==> config.mk <==
export PLATFORM = sky130hd
export DESIGN_NAME = mem_arbiter
export DESIGN_NICKNAME = d
export VERILOG_FILES = /design/src/rtl/mem_arbiter_pkg.sv /design/src/rtl/mem_arbiter.sv
export SDC_FILE = /design/constraint.sdc
export NUM_CORES = 1
export LEC_CHECK = 0
export CORE_UTILIZATION = 25
export CTS_CLUSTER_DIAMETER = 40
export DETAILED_ROUTE_END_ITERATION = 6
export PLACE_DENSITY_LB_ADDON = 0.05
export SLEW_MARGIN = 20
export SYNTH_ARGS = -nofsm -noshare
export SYNTH_HDL_FRONTEND = slang
export SYNTH_SLANG_ARGS = --single-unit
==> constraint.sdc <==
create_clock -name clk -period 5.85 [get_ports clk]
set_clock_uncertainty 0.1 [all_clocks]
set_input_delay 1.17 -clock clk [delete_from_list [all_inputs] [get_ports clk]]
set_output_delay 1.17 -clock clk [all_outputs]
set_load 0.03 [all_outputs]
==> src/rtl/mem_arbiter_pkg.sv <==
// Shared definitions for the unified memory bus arbiter: bus command
// encodings, FSM state enum and bus-owner enum.
package mem_arbiter_pkg;

  // Bus command encodings shared by the pipeline, arbiter and memory.
  localparam logic [1:0] BUS_NONE  = 2'b00;
  localparam logic [1:0] BUS_LOAD  = 2'b01;
  localparam logic [1:0] BUS_STORE = 2'b10;

  // Per-transaction sequencer states.
  typedef enum logic [1:0] {
    IDLE = 2'b00,
    BUSY = 2'b01,
    RESP = 2'b10
  } state_e;

  // Which requester currently owns (or last owned) the bus.
  typedef enum logic {
    OWN_IF = 1'b0,
    OWN_DM = 1'b1
  } owner_e;

endpackage

==> src/rtl/mem_arbiter.sv <==
// Round-robin arbiter and IDLE/BUSY/RESP sequencer sharing one
// variable-latency memory bus between instruction fetch and data access.
// Bus outputs and completion pulses are driven from registers; only the
// stall signals are combinational so the pipeline advances at the end of
// the response cycle.
module mem_arbiter
  import mem_arbiter_pkg::*;
#(
  parameter int TIMEOUT = 16
) (
  input  logic        clk,
  input  logic        rst,
  input  logic        if_req_vld,
  input  logic [31:0] if_req_addr,
  output logic [31:0] if_inst,
  output logic        if_done,
  input  logic [1:0]  dm_cmd,
  input  logic [31:0] dm_addr,
  input  logic [31:0] dm_din,
  output logic [31:0] dm_dout,
  output logic        dm_done,
  output logic [1:0]  bus_cmd,
  output logic [31:0] bus_addr,
  output logic [31:0] bus_din,
  input  logic [31:0] bus_dout,
  input  logic        bus_ack,
  output logic        stall_if,
  output logic        stall_mem,
  output logic        err
);

  localparam int             CW       = (TIMEOUT > 1) ? $clog2(TIMEOUT) : 1;
  localparam logic [CW-1:0]  CNT_LAST = CW'(TIMEOUT - 1);

  state_e        state_q, state_d;
  owner_e        last_grant_q, last_grant_d;
  owner_e        owner_q, owner_d;
  logic [1:0]    cmd_q, cmd_d;
  logic [1:0]    bus_cmd_q, bus_cmd_d;
  logic [31:0]   addr_q, addr_d;
  logic [31:0]   din_q, din_d;
  logic [CW-1:0] cnt_q, cnt_d;
  logic          if_done_q, if_done_d;
  logic          dm_done_q, dm_done_d;
  logic [31:0]   if_inst_q, if_inst_d;
  logic [31:0]   dm_dout_q, dm_dout_d;
  logic          err_q, err_d;
  logic          dm_pend_s;
  logic          grant_dm_s;
  logic [31:0]   result_s;
  logic          timeout_s;

  assign dm_pend_s = (dm_cmd != BUS_NONE);

  // State register and all registered bus/response outputs.
  always_ff @(posedge clk or posedge rst) begin
    if (rst) begin
      state_q      <= IDLE;
      last_grant_q <= OWN_IF;
      owner_q      <= OWN_IF;
      cmd_q        <= BUS_NONE;
      bus_cmd_q    <= BUS_NONE;
      addr_q       <= 32'h0000_0000;
      din_q        <= 32'h0000_0000;
      cnt_q        <= '0;
      if_done_q    <= 1'b0;
      dm_done_q    <= 1'b0;
      if_inst_q    <= 32'h0000_0000;
      dm_dout_q    <= 32'h0000_0000;
      err_q        <= 1'b0;
    end else begin
      state_q      <= state_d;
      last_grant_q <= last_grant_d;
      owner_q      <= owner_d;
      cmd_q        <= cmd_d;
      bus_cmd_q    <= bus_cmd_d;
      addr_q       <= addr_d;
      din_q        <= din_d;
      cnt_q        <= cnt_d;
      if_done_q    <= if_done_d;
      dm_done_q    <= dm_done_d;
      if_inst_q    <= if_inst_d;
      dm_dout_q    <= dm_dout_d;
      err_q        <= err_d;
    end
  end

  // Grant, next-state, wait counter and response capture.
  always_comb begin
    state_d      = state_q;
    last_grant_d = last_grant_q;
    owner_d      = owner_q;
    cmd_d        = cmd_q;
    bus_cmd_d    = bus_cmd_q;
    addr_d       = addr_q;
    din_d        = din_q;
    cnt_d        = cnt_q;
    if_done_d    = 1'b0;
    dm_done_d    = 1'b0;
    if_inst_d    = 32'h0000_0000;
    dm_dout_d    = 32'h0000_0000;
    err_d        = 1'b0;
    // Data wins when alone, or on a tie when IF had the previous grant.
    grant_dm_s   = dm_pend_s && (!if_req_vld || (last_grant_q == OWN_IF));
    timeout_s    = (cnt_q == CNT_LAST) && !bus_ack;
    // Store completions and timeouts return zero.
    if (bus_ack && (cmd_q != BUS_STORE)) begin
      result_s = bus_dout;
    end else begin
      result_s = 32'h0000_0000;
    end

    case (state_q)
      IDLE: begin
        if (if_req_vld || dm_pend_s) begin
          if (grant_dm_s) begin
            owner_d = OWN_DM;
            cmd_d   = dm_cmd;
            addr_d  = dm_addr;
            din_d   = dm_din;
          end else begin
            owner_d = OWN_IF;
            cmd_d   = BUS_LOAD;
            addr_d  = if_req_addr;
            din_d   = 32'h0000_0000;
          end
          last_grant_d = owner_d;
          bus_cmd_d    = cmd_d;
          cnt_d        = '0;
          state_d      = BUSY;
        end else begin
          state_d = IDLE;
        end
      end
      BUSY: begin
        if (bus_ack || timeout_s) begin
          state_d   = RESP;
          bus_cmd_d = BUS_NONE;
          err_d     = timeout_s;
          if (owner_q == OWN_DM) begin
            dm_done_d = 1'b1;
            dm_dout_d = result_s;
          end else begin
            if_done_d = 1'b1;
            if_inst_d = result_s;
          end
        end else begin
          cnt_d = cnt_q + CW'(1);
        end
      end
      RESP: begin
        state_d = IDLE;
      end
      default: begin
        state_d   = IDLE;
        bus_cmd_d = BUS_NONE;
      end
    endcase
  end

  assign bus_cmd   = bus_cmd_q;
  assign bus_addr  = addr_q;
  assign bus_din   = din_q;
  assign if_done   = if_done_q;
  assign dm_done   = dm_done_q;
  assign if_inst   = if_inst_q;
  assign dm_dout   = dm_dout_q;
  assign err       = err_q;
  assign stall_if  = if_req_vld & ~if_done_q;
  assign stall_mem = dm_pend_s & ~dm_done_q;

endmodule

; Word-level counts from Yosys, hierarchy flattened
; Cells that the tools add are included.
[classes]
add_sub_neg = 1
n_eq_ne = 7
n_mux = 28
n_bitwise = 6
reduce_logical = 14
[op_table]
columns = cell, count
row1 = 2-to-1 mux 32 bit, 9
row2 = 2-to-1 mux 1 bit, 10
row3 = 2-to-1 mux 2 bit, 4
row4 = 2-to-1 mux 4 bit, 2
row5 = "inequality test 2 bit, second input constant", 4
row6 = one-hot mux 4 bit (2 select lines), 1
row7 = one-hot mux 2 bit (3 select lines), 1
row8 = AND reduction 3 bit, 2
row9 = "adder 4 x 1 -> 4 bit, second input constant", 1
row10 = "== test 4 bit, second input constant", 1
row11 = NOT 1 bit, 4
row12 = one-hot mux 2 bit (2 select lines), 1
row13 = nonzero test 2 bit, 2
row14 = logical AND 1 bit, 3
row15 = logical OR 1 bit, 3
row16 = AND 1 bit, 2
row17 = "== test 2 x 1 -> 1 bit, second input constant", 1
row18 = "== test 2 bit, second input constant", 1
row19 = logical NOT 1 bit, 2
row20 = logical NOT 2 bit, 1
row21 = AND reduction 2 bit, 1
[totals]
reg_bits = 142
inputBits = 134
out_inout_bits = 135
elab_cells = 68

; Depth between registers and ports, before layout
; Gate-level depths: netlist of run 1.
[depth]
word_depth = 6
depth_mapped = 7
ltp_nobuf = 5

; Worst setup path before layout of run 1
; Ideal clock, no wire load.
[synth_path]
kind = input-to-output
startpoint = input port if_req_vld
endpoint = output port stall_if
t_arrival_ns = 1.625
required_ns = 4.580
path_slack_ns = 2.955
cell_stages = 1
n_path_buf = 0
path_cell_list = nor2b_1
[synth_between]
elab_chain_cells = 1
[synth_rtl]
columns = element, line_no
row1 = from (decl), mem_arbiter.sv:13  ; input logic if_req_vld,
row2 = AND 1 bit, mem_arbiter.sv:169  ; assign stall_if = if_req_vld & ~if_done_q;
row3 = to (decl), mem_arbiter.sv:27  ; output logic stall_if,
; Every way passes these cells.

; Worst setup path in the final report of run 1
; Ends and elaborated chain as after synthesis.

==> results.ini, run 1 <==
[run_status]
status = finished clean

[grt]
grt_pass1_vias = 4354
grt_max_degree = 100
gr-total-overflow = 0
grtUsageTotal = 0.139
grt_pass1_wl_mm = 23.5
antenna_found_initial = 0

[hold_path]
hold_class = reg2reg
hold_start = bus_addr[3]
min_path_cells = 2
holdPathEnd = bus_addr[3]

[layout]
seq_area_um2 = 3550
multi_input_area_um2 = 1750
area_delta_synth_final_pct = 62.1
antenna-diode-count = 0
fin_cells = 1031
layout-drive-gt1-share = 0.0608
fillCellCount = 2042
fin_nets = 878

[routing]
drc_errors = 0
drt_pass1_iterations = 4
wl_per_cell_um = 14.8
ant_nets = 0
wl_mm = 15.3
drt_iter0_markers = 134
vias = 4233
detail_route.vias_per_cell = 4.11

[logic_synthesis]
synth-edff-count = 0
synth_top_area_cell = dfrtp_1
synthMuxAreaShare = 0.0704
synth.avg_cell_area_um2 = 11.4
synth-xor-area-share = 0.00159
synth_top_cell_area_share = 0.647
ys_seq_area_frac = 0.647
synthAdderAreaFrac = 0.00228
synth-compound-area-share = 0.0665
async_flop_share = 1.00
synthesis.nets = 615
synth_most_common_cell = dfrtp_1
synthTopCellsByCount = dfrtp_1 (142), nand2_1 (103), and2_1 (64)
synth_area_leaders = dfrtp_1 (65%), and2_1 (7.3%), nand2_1 (7.0%)
ys_ff_latch = 142
syn_inst = 480
yosys.area_share.simple = 0.174
synth_top_family_by_area = simple AND/OR/NAND/NOR gates
synth-main-ff-cell = dfrtp_1
yosysUniqueCellTypes = 33
yosys_warnings = 0
synth_area_um2 = 5490

[place]
dp_hpwl_mm = 10.9
dp.cells = 999
gp_congestion = 0.732
port_buffers = 268
pre_cts_slack_ps = 2000

[power]
ir_drop_uv = 194
p_leak_nw = 3.96
p_seq_frac = 0.338
pwr-share-comb = 0.432
sw_frac_of_total = 0.393
powerDensity_nw_per_um2 = 470
pwr-share-clk = 0.230
internal_power_w = 0.00254
p_switching_w = 0.00164

[timing]
rsz0062_at_grt = false
tns_ps = 0
timing.fmax_mhz = 259
slew_headroom = 0.284
tightest_slew_ps = 1070
finalSetupViolCount = 0
finalCritPeriodShare = 0.660
slew_viol_final = 0
worst_hold_slack_ps = 380
min_period_ps = 3860
hold_violations = 0
layout_setup_ws_ps = 1990

[worst_setup_path]
endpoint_kind = output port
r2r_start = owner_q
crit_type = in2out
cp.arrival_ps = 2590
rrSetupSlack_ps = 3390
path_max_fanout = 4
reg2reg_depth = 4
crit_required_ps = 4580
startpoint_type = input port
r2r-end = bus_addr[5]

[clock_tree]
insertion_delay_ps = 410
cts_tree = built
numClockSinks = 142
cts_root_buf = clkbuf_16
post_cts_buffers = 0
cts_buffer_depth = 2
cts_max_level = 4
ctsHoldBuffers = 0
cts-resized-gates = 0
numCtsBuffers = 17
clk_pin_slew_ps = 60

[floorplanning]
chipWidth_um = 150
dieArea_um2 = 22600
pin_count = 269
die_h_um = 150
core_area_um2 = 21300
rows = 53
start_util = 0.258

[job]
timing.max_cap.violations = 0

## sequential cells by signal, indices dropped and copies added (netlist names)
signal and flops:
dm_done 1, dm_dout 32, bus_cmd 2, err 1
if_done 1, cmd_q 2, bus_din 32, bus_addr 32
cnt_q 4, if_inst 32, owner_q 1, state_q 2
## per-layer routing
layer | up-vias | wire (um) | global-route usage
met5 | - | 0 | 0
met4 | 0 | 212 | 0.0500
met3 | 14 | 1110 | 0.0485
met2 | 160 | 7780 | 0.236
met1 | 1973 | 6160 | 0.162
li1 | 2086 | - | -
## stage by stage
stage	utilization	instance area (um2)	power (W)
global placement	0.394	8380	0.00325
CTS	0.418	8900	0.00426
finish	0.418	8900	0.00418
floorplan	-	5490	0.00253
detailed placement	0.394	8380	0.00327
global route	0.418	8900	0.00445
## placed cells by master (no fill, tap or decap), types with 2 or more instances in the layout
cell / netlist / routed
nor2b_1: 2 / 2
nor2_1: 7 / 7
mux2i_1: 36 / 36
and2_1: 64 / 64
o21ai_0: 17 / 17
clkinv_2: 0 / 6
inv_6: 0 / 3
clkdlybuf4s50_1: 0 / 268
clkinv_4: 0 / 2
clkbuf_16: 0 / 17
nor3b_1: 2 / 2
dfrtp_1: 142 / 142
nand2_1: 103 / 103
a21oi_1: 3 / 2
o21ai_1: 50 / 50
inv_1: 3 / 2
nor3_1: 5 / 5
nor2_4: 2 / 2
clkinvlp_4: 0 / 4
buf_4: 10 / 5
## critical path, cell delays in order
cell and delay (ps):
clkdlybuf4s50_1 570, nor2b_1 170, clkdlybuf4s50_1 680
## cell type report
cell class	instances	area share
Timing Repair Buffer	273	0.305
Multi-Input combinational cell	306	0.196
Clock buffer	18	0.0482
Clock inverter	14	0.0107
Sequential cell	142	0.399
Tap cell	275	0.0386
Inverter	3	0.00183
## power by group through the flow
stage	Sequential (W)	Combinational, W	Clock (W)
2_1_floorplan	0.00193	0.000598	0
3_3_place_gp	0.00142	0.00183	0
3_5_place_dp	0.00143	0.00184	0
4_1_cts	0.00142	0.00184	0.000997
5_1_grt	0.00145	0.00195	0.00104
6_report	0.00141	0.00181	0.000963
## cells by family after synthesis
family                     count (synthesis)
and+or+nand+nor                          194
DFF                                      142
AOI/OAI and AO/OA                         72
muxes                                     38
buffers and inverters                     32
xor gates and xnor gates                   1
adders and majority gates                  1
## worst max path at each step
stage / from / end / slack, ps / cells after the start
after detailed placement: if_req_vld / stall_if / 2000 / 3
after floorplan: rst / bus_addr[0] / 770 / 1
after global routing: if_req_vld / stall_if / 1960 / 3
after global placement: if_req_vld / stall_if / 2020 / 3
after CTS: if_req_vld / stall_if / 1990 / 3
final: if_req_vld / stall_if / 1990 / 3
(Power assumes the default switching activity.)
==> inputs of run 2 (changes only) <==
Clock period 5.85 ns to 3.2 ns, I/O delays scaled along.
==> results.ini, run 2 (synthesis results as in run 1) <==
[routing]
wl_per_cell_um = 14.7  ; was 14.8 um
drt_pass1_iterations = 4  ; unchanged
drt_iter0_markers = 87  ; was 134
drc_errors = 0  ; unchanged
vias = 4257  ; was 4233
wl_mm = 15.2  ; was 15.3 mm
ant_nets = 0  ; unchanged
detail_route.vias_per_cell = 4.12  ; was 4.11

[power]
pwr-share-comb = 0.430  ; was 0.432
sw_frac_of_total = 0.388  ; was 0.393
p_leak_nw = 4.00  ; was 3.96 nW
pwr-share-clk = 0.239  ; was 0.230
p_switching_w = 0.00302  ; was 0.00164 W
p_seq_frac = 0.332  ; was 0.338
ir_drop_uv = 482  ; was 194 uV
internal_power_w = 0.00477  ; was 0.00254 W
powerDensity_nw_per_um2 = 865  ; was 470 nW/um2

[worst_setup_path]
rrSetupSlack_ps = 1390  ; was 3390 ps
cp.depth = 3  ; unchanged
crit_top_cell = clkdlybuf4s50_1  ; unchanged
crit_required_ps = 2460  ; was 4580 ps
critical_path.cell_chain = clkdlybuf4s50_1, nor2b_1, clkdlybuf4s50_1  ; unchanged
startpoint_type = input port  ; unchanged
r2r_start = state_q[1]  ; was owner_q
path_max_fanout = 4  ; unchanged
cp.arrival_ps = 2040  ; was 2590 ps
endpoint_kind = output port  ; unchanged
critPathBufInv = 2  ; unchanged
reg2reg_depth = 5  ; was 4
cp_slowest_stage_delay_ps = 670  ; was 680 ps
slowest_stage = clkdlybuf4s50_1  ; unchanged
crit_type = in2out  ; unchanged
r2r-end = if_inst[18]  ; was bus_addr[5]
cp_top_family = buffers and inverters  ; unchanged

[floorplanning]
pin_count = 269  ; unchanged
die_h_um = 150  ; unchanged
start_util = 0.258  ; unchanged
core_area_um2 = 21300  ; unchanged
rows = 53  ; unchanged
chipWidth_um = 150  ; unchanged
dieArea_um2 = 22600  ; unchanged

[job]
timing.max_cap.violations = 0  ; unchanged

[timing]
finalSetupViolCount = 0  ; unchanged
timing.fmax_mhz = 360
tns_ps = 0  ; unchanged
rsz0062_at_grt = false  ; unchanged
tightest_slew_ps = 786  ; was 1070 ps
slew_headroom = 0.476  ; was 0.284
min_period_ps = 2780
hold_violations = 0  ; unchanged
worst_hold_slack_ps = 377  ; was 380 ps
finalCritPeriodShare = 0.869
slew_viol_final = 0  ; unchanged

[layout]
fin_nets = 881  ; was 878
antenna-diode-count = 0  ; unchanged
layout_commonest_cell = clkdlybuf4s50_1  ; unchanged
fin_cells = 1034  ; was 1031
fillCellCount = 2031  ; was 2042
layout_common_cells = clkdlybuf4s50_1 (268), dfrtp_1 (142), nand2_1 (103), and2_1 (64), o21ai_1 (50)  ; unchanged
area_delta_synth_final_pct = 63.9  ; was 62.1%
layout-drive-gt1-share = 0.0659  ; was 0.0608

[clock_tree]
cts_root_buf = clkbuf_16  ; unchanged
cts-resized-gates = 0  ; unchanged
clk_pin_slew_ps = 60  ; about the same
numClockSinks = 142  ; unchanged
post_cts_buffers = 0  ; unchanged
ctsHoldBuffers = 0  ; unchanged
numCtsBuffers = 17  ; unchanged
cts_max_level = 4  ; unchanged
cts_buffer_depth = 2  ; unchanged
cts_tree = built  ; unchanged
insertion_delay_ps = 410  ; about the same

[grt]
grtUsageTotal = 0.138  ; was 0.139
grt_max_degree = 143  ; was 100
antenna_found_initial = 0  ; unchanged
grt_pass1_vias = 4274  ; was 4354
grt_pass1_wl_mm = 23.3  ; was 23.5 mm
gr-total-overflow = 0  ; unchanged

[hold_path]
min_path_cells = 2  ; unchanged
holdPathEnd = cmd_q[1]  ; was bus_addr[3]
hold_start = cmd_q[1]  ; was bus_addr[3]
hold_class = reg2reg  ; unchanged

[place]
port_buffers = 268  ; unchanged
dp_hpwl_mm = 10.8  ; was 10.9 mm
gp_congestion = 0.728  ; was 0.732
dp.cells = 1002  ; was 999

[run_status]
status = finished clean  ; unchanged

==> run 2: per-layer routing <==
metal | GRT usage | part of all wire | vias up
met2 | 0.229 | 0.51 | 146
met5 | 0 | 0 | -
met3 | 0.0473 | 0.070 | 13
li1 | - | - | 2106
met4 | 0.0485 | 0.013 | 0
met1 | 0.166 | 0.41 | 1992
==> run 2: cell type report <==
| class | count | area (um2) | area share |
|---|---|---|---|
| sequential | 142 | 3550 | 0.395 |
| timing repair buffer | 276 | 2780 | 0.309 |
| multi-input combinational | 306 | 1750 | 0.194 |
| clock buffer | 20 | 467 | 0.0518 |
| tap | 275 | 344 | 0.0382 |
| clock inverter | 12 | 100 | 0.0111 |
| inverter | 3 | 15.0 | 0.00167 |
==> run 2: worst max-delay path by stage <==
| stage | from | endpoint | slack (ps) |
|---|---|---|---|
| after floorplan | rst | bus_addr[0] | 680 |
| after global placement | if_req_vld | stall_if | 430 |
| after detailed placement | if_req_vld | stall_if | 430 |
| after CTS | if_req_vld | stall_if | 410 |
| after global routing | if_req_vld | stall_if | 340 |
| final | if_req_vld | stall_if | 420 |
==> run 2: power by group through the flow <==
stage	clock network, W	registers [W]	logic, W
floorplan	0	0.00352	0.00109
global route	0.00203	0.00265	0.00361
global placement	0	0.00260	0.00339
detailed placement	0	0.00262	0.00342
CTS	0.00194	0.00259	0.00342
finish	0.00186	0.00258	0.00335
==> run 2: per-stage QoR <==
stage | util | power, W | setup slack (ps) | instance area, um2
after global routing | 0.423 | 0.00829 | 345 | 9010
after detailed placement | 0.396 | 0.00604 | 426 | 8440
after floorplan | - | 0.00462 | 683 | 5500
after CTS | 0.423 | 0.00795 | 407 | 9010
after global placement | 0.396 | 0.00599 | 431 | 8440
final | 0.423 | 0.00779 | 421 | 9010
==> run 2: worst min-delay path, delay by kind of cell (launching register included) <==
family             cells  cell delay, ps
AOI/OAI and AO/OA      1              60
and+or+nand+nor        1              50
DFF                    1             330
